--- src/rtl/rv_iommu_axi4_abort_rsp.sv ---
// rv_iommu_axi4_abort_rsp
// Locally terminates AXI4 transactions flagged as 4-KiB boundary violations.
// Reads get len+1 error R beats; writes have their W beats drained up to
// WLAST and then receive one error B response. Nothing goes downstream.
// Optional macro RV_IOMMU_ABORT_CNT_EN enables a saturating count of
// accepted aborts on abort_cnt_o; without it abort_cnt_o is tied to zero.
module rv_iommu_axi4_abort_rsp #(
   parameter int unsigned ID_WIDTH   = 4,
   parameter int unsigned DATA_WIDTH = 64,
   parameter logic [1:0]  ERR_RESP   = 2'b10
) (
   input  logic                  clk_i,
   input  logic                  rst_i,
   input  logic                  rd_abort_i,
   input  logic [ID_WIDTH-1:0]   rd_id_i,
   input  logic [7:0]            rd_len_i,
   output logic                  rd_ready_o,
   output logic                  r_valid_o,
   output logic [ID_WIDTH-1:0]   r_id_o,
   output logic [DATA_WIDTH-1:0] r_data_o,
   output logic [1:0]            r_resp_o,
   output logic                  r_last_o,
   input  logic                  r_ready_i,
   input  logic                  wr_abort_i,
   input  logic [ID_WIDTH-1:0]   wr_id_i,
   output logic                  wr_ready_o,
   input  logic                  w_valid_i,
   input  logic                  w_last_i,
   output logic                  w_ready_o,
   output logic                  b_valid_o,
   output logic [ID_WIDTH-1:0]   b_id_o,
   output logic [1:0]            b_resp_o,
   input  logic                  b_ready_i,
   output logic [15:0]           abort_cnt_o
);

   typedef enum logic {RD_IDLE, RD_BEATS} rd_state_e;
   typedef enum logic [1:0] {WR_IDLE, WR_DRAIN, WR_RESP} wr_state_e;

   rd_state_e           rd_state_q, rd_state_d;
   logic [7:0]          rd_cnt_q, rd_cnt_d;
   logic [ID_WIDTH-1:0] rd_id_q, rd_id_d;
   wr_state_e           wr_state_q, wr_state_d;
   logic [ID_WIDTH-1:0] wr_id_q, wr_id_d;
   logic                rd_acc, wr_acc;

   // Read FSM: accept in idle, then stream error beats counting down to last
   always_comb begin
      rd_state_d = rd_state_q;
      rd_cnt_d   = rd_cnt_q;
      rd_id_d    = rd_id_q;
      rd_ready_o = (rd_state_q == RD_IDLE);
      r_valid_o  = (rd_state_q == RD_BEATS);
      r_last_o   = (rd_state_q == RD_BEATS) && (rd_cnt_q == 8'd0);
      rd_acc     = rd_abort_i && rd_ready_o;
      unique case (rd_state_q)
         RD_IDLE: begin
            if (rd_acc) begin
               rd_id_d    = rd_id_i;
               rd_cnt_d   = rd_len_i;
               rd_state_d = RD_BEATS;
            end
         end
         RD_BEATS: begin
            if (r_ready_i) begin
               // Last beat leaves the counter at zero rather than wrapping
               if (r_last_o) rd_state_d = RD_IDLE;
               else          rd_cnt_d   = rd_cnt_q - 8'd1;
            end
         end
         default: rd_state_d = RD_IDLE;
      endcase
   end

   // Write FSM: accept in idle, sink W until WLAST, then hold B until taken
   always_comb begin
      wr_state_d = wr_state_q;
      wr_id_d    = wr_id_q;
      wr_ready_o = (wr_state_q == WR_IDLE);
      w_ready_o  = (wr_state_q == WR_DRAIN);
      b_valid_o  = (wr_state_q == WR_RESP);
      wr_acc     = wr_abort_i && wr_ready_o;
      unique case (wr_state_q)
         WR_IDLE:  if (wr_acc) begin
                      wr_id_d    = wr_id_i;
                      wr_state_d = WR_DRAIN;
                   end
         WR_DRAIN: if (w_valid_i && w_last_i) wr_state_d = WR_RESP;
         WR_RESP:  if (b_ready_i) wr_state_d = WR_IDLE;
         default:  wr_state_d = WR_IDLE;
      endcase
   end

   // State registers; reset abandons any in-flight transaction
   always_ff @(posedge clk_i) begin
      if (rst_i) begin
         rd_state_q <= RD_IDLE;
         rd_cnt_q   <= 8'd0;
         rd_id_q    <= '0;
         wr_state_q <= WR_IDLE;
         wr_id_q    <= '0;
      end else begin
         rd_state_q <= rd_state_d;
         rd_cnt_q   <= rd_cnt_d;
         rd_id_q    <= rd_id_d;
         wr_state_q <= wr_state_d;
         wr_id_q    <= wr_id_d;
      end
   end

   assign r_id_o   = rd_id_q;
   assign r_data_o = '0;
   assign r_resp_o = ERR_RESP;
   assign b_id_o   = wr_id_q;
   assign b_resp_o = ERR_RESP;

`ifdef RV_IOMMU_ABORT_CNT_EN
   logic [15:0] abort_cnt_q, abort_cnt_d;
   logic [16:0] abort_sum;

   // Saturating add of this cycle's accepted aborts (0..2)
   always_comb begin
      abort_sum   = {1'b0, abort_cnt_q} + {15'd0, rd_acc} + {15'd0, wr_acc};
      abort_cnt_d = abort_sum[16] ? 16'hFFFF : abort_sum[15:0];
   end

   // Counter register, cleared only by reset
   always_ff @(posedge clk_i) begin
      if (rst_i) abort_cnt_q <= 16'd0;
      else       abort_cnt_q <= abort_cnt_d;
   end

   assign abort_cnt_o = abort_cnt_q;
`else
   assign abort_cnt_o = 16'h0;
`endif

endmodule

--- config.mk ---
export PLATFORM = sky130hd
export DESIGN_NAME = rv_iommu_axi4_abort_rsp
export DESIGN_NICKNAME = d
export VERILOG_FILES = /design/src/rtl/rv_iommu_axi4_abort_rsp.sv
export SDC_FILE = /design/constraint.sdc
export NUM_CORES = 1
export LEC_CHECK = 0
export ABC_AREA = 0
export CAP_MARGIN = 10
export CORE_MARGIN = 1.5
export CORE_UTILIZATION = 38
export CTS_BUF_LIST = sky130_fd_sc_hd__clkbuf_4 sky130_fd_sc_hd__clkbuf_8
export CTS_CLUSTER_SIZE = 20
export DETAILED_ROUTE_END_ITERATION = 8
export PLACE_DENSITY = 0.95
export SYNTH_ARGS = -nofsm -noshare
export SYNTH_HDL_FRONTEND = slang
export SYNTH_SLANG_ARGS = --single-unit
--- constraint.sdc ---
create_clock -name clk_i -period 3.94 [get_ports clk_i]
set_clock_uncertainty 0.1 [all_clocks]
set_input_delay 0.788 -clock clk_i [delete_from_list [all_inputs] [get_ports clk_i]]
set_output_delay 0.788 -clock clk_i [all_outputs]
set_load 0.03 [all_outputs]
==> run_results.csv <==
group,metric,value,unit
place,dp_hpwl,2.18,mm
place,globalplace.congestion,0.790,
global_routing,grt_pass1_wl,4.42,mm
layout,final_nets,256,
global_routing,grt_pass1_vias,969,
synth,yosysWarnings,0,
worst_setup_path,crit_path_max_fanout,12,
place,io_buffer_count,37,
synth,yosysTopAreaCellShare,0.389,
synth,synth_edf_count,0,
power,leakagePower,0.799,nW
global_routing,antenna_found_initial,0,
floorplan,die_area,4660,sq um
worst_setup_path,crit_slowest_cell,"clkdlybuf4s50_1",
worst_setup_path,path_class,"reg -> out",
clock_tree,clockRootBuffer,"clkbuf_8",
sta,relSlewSlack,0.334,
drt,routed_via_density,4.09,
global_routing,grt-ovfl-total,0,
sta,min_period,3.28,ns
worst_setup_path,required,3.05,ns
worst_hold_path,min_from,"b_id_o[0]$_SDFFE_PP0P_",
drt,postRouteAntennaNets,0,
flow_run,drv_cap,0,
worst_hold_path,whs_path_depth,2,
worst_setup_path,regToRegEndpoint,"rd_cnt_q[1]$_SDFFE_PP0P_",
global_routing,grt_max_degree,23,
floorplan,pin_count,122,
global_routing,gr-usage-all-layers,0.125,
sta,setup_viol,0,
synth,syn_inst,197,
layout,antenna_cells,0,
synth,synth_seq_cells,19,
sta,finalCritPeriodShare,0.833,
synth,ys_types,35,
synth,synthTopCellsByCount,"buf_4, dfxtp_1, nor2_1",
clock_tree,cts_resized,0,
sta,setup_ws,0.656,ns
worst_setup_path,crit_start,"r_valid_o$_SDFF_PP0_",
worst_setup_path,worst_setup_path_start_kind,"register",
sta,worst_pin_slew,0.990,ns
drt,wl_per_cell,10.0,um
synth,syn-mean-instance-area,8.22,sq um
sta,rsz0062_at_grt,"no",
worst_setup_path,r2r_cells,4,
worst_setup_path,arrival,2.40,ns
place,post-place-ws,0.968,ns
worst_hold_path,hp-class,"reg -> reg",
drt,first_pass_iters,4,
synth,seq_area_frac_synth,0.235,
worst_setup_path,end_kind,"output pin",
floorplan,die_h,68.3,um
worst_hold_path,hold_end,"b_id_o[0]$_SDFFE_PP0P_",
sta,hold_violations,0,
worst_setup_path,rrSetupSlack,1.76,ns
worst_setup_path,path_delay_family,"simple AND/OR/NAND/NOR gates",
layout,layout-drive-gt1-share,0.0611,
clock_tree,postCtsHoldBufs,0,
synth,yosysMostFrequentCell,"buf_4",
sta,final-max-slew-violation-count,0,
run_status,outcome,"complete, no violations",
clock_tree,cts_sinks,19,
drt,first_iter_violations,24,
worst_setup_path,max_stage_delay,0.72,ns
layout,area_growth,7.64,%
clock_tree,cts_buffers,3,
clock_tree,h-tree-depth,1,
drt,route.detailed.drc,0,
power,cellPowerDensity,374,nW/um^2
floorplan,coreArea,4060,sq um
clock_tree,clockBufferDepth,2,
power,ir_drop,0.000229,V
synth,synth-async-reset-ratio,0,
floorplan,rows,23,
drt,wirelength,2.79,mm
synth,yosys.area.top_type,"buf_4",
synth,synth_ff_type,"dfxtp_1",
drt,via_count,1141,
clock_tree,path_clk_slew,0.08,ns
synth,syn-cell-area,1620,sq um
sta,tns,0,ns
floorplan,die_x,68.3,um
clock_tree,insertion_delay,0.26,ns
worst_setup_path,crit_chain,"or4b_4, nor3_1, clkdlybuf4s50_1",
worst_setup_path,crit_buf_inv,1,
floorplan,start_util,0.399,
synth,synth_area_leaders,"buf_4, dfxtp_1, mux2i_1",
layout,fill_cells,408,
clock_tree,cts_setup_buffers,0,
clock_tree,tritoncts,"done",
sta,max_freq,305,MHz
sta,timing.hold.ws,0.402,ns
worst_setup_path,reg2reg_from,"r_valid_o$_SDFF_PP0_",
==> routing by layer <==
metal / vias to the layer above / part of all wire / global-route usage
met5: - / 0 / 0
met4: 0 / 0.0029 / 0.0225
met3: 2 / 0.10 / 0.0444
met2: 80 / 0.51 / 0.220
met1: 514 / 0.39 / 0.147
li1: 545 / - / -
==> area by class of cell <==
type / instances / area [sq um] / share of cell area
Timing Repair Buffer: 37 / 370 / 0.212
Inverter: 5 / 18.8 / 0.0108
Tap cell: 50 / 62.6 / 0.0359
Multi-Input combinational cell: 164 / 863 / 0.495
Clock inverter: 1 / 7.51 / 0.00430
Clock buffer: 3 / 41.3 / 0.0237
Sequential cell: 19 / 380 / 0.218
==> worst register-to-register path, cell delays in order, from the launching register on <==
cell      delay (ns)
dfxtp_1         0.56
or4b_4          0.57
o31ai_4         0.52
a211oi_1        0.11
a211oi_1        0.22
==> how the worst max path moves through the flow <==
| stage | to | slack [ns] | cells past startpoint |
|---|---|---|---|
| final | r_last_o | 0.66 | 3 |
| after global placement | r_last_o | 1.00 | 3 |
| after global routing | r_last_o | 0.57 | 3 |
| after floorplan | r_last_o | 1.25 | 2 |
| after CTS | r_last_o | 0.66 | 3 |
| after detailed placement | r_last_o | 0.97 | 3 |
==> metrics by stage <==
step / util / total power [W] / instance area, sq um / std cells
4_1_cts: 0.430 / 0.000657 / 1740 / 279
6_report: 0.430 / 0.000652 / 1740 / 279
3_5_place_dp: 0.418 / 0.000514 / 1700 / 275
5_1_grt: 0.430 / 0.000693 / 1740 / 279
2_1_floorplan: - / 0.000515 / 1930 / 279
3_3_place_gp: 0.418 / 0.000506 / 1700 / 275
==> power by group <==
group	internal (W)	leakage [nW]	switching, W
clock network	0.0000713	0.0217	0.0000693
registers	0.000210	0.157	0.0000191
logic	0.0000839	0.621	0.000198
==> layout by cell type (no fill, tap or decap), drive strengths merged, types with 4 or more instances in the layout <==
cell type,count
conb,84
clkdlybuf4s50,37
dfxtp,19
nor2,18
a21oi,9
mux2i,8
inv,5
nor3,5
o21ai,5
nand2,4
==> sequential cells by signal, indices dropped and copies added, names as in the netlist <==
| register | cells |
|---|---|
| r_id_o | 4 |
| rd_cnt_q | 8 |
| b_id_o | 4 |
| wr_state_q | 2 |
| r_valid_o | 1 |
==> cell families (layout without fill, tap and decap cells) <==
group / Yosys count / in the layout / share of synthesized area
mux: 10 / 10 / 0.0633
simple gates: 39 / 39 / 0.120
other cells: 2 / 84 / 0.00463
buf+inv: 96 / 46 / 0.422
fa+ha+maj: 2 / 2 / 0.0154
compound gates: 29 / 29 / 0.139
flops: 19 / 19 / 0.235
Note: power is estimated with default switching activity, not from simulation.
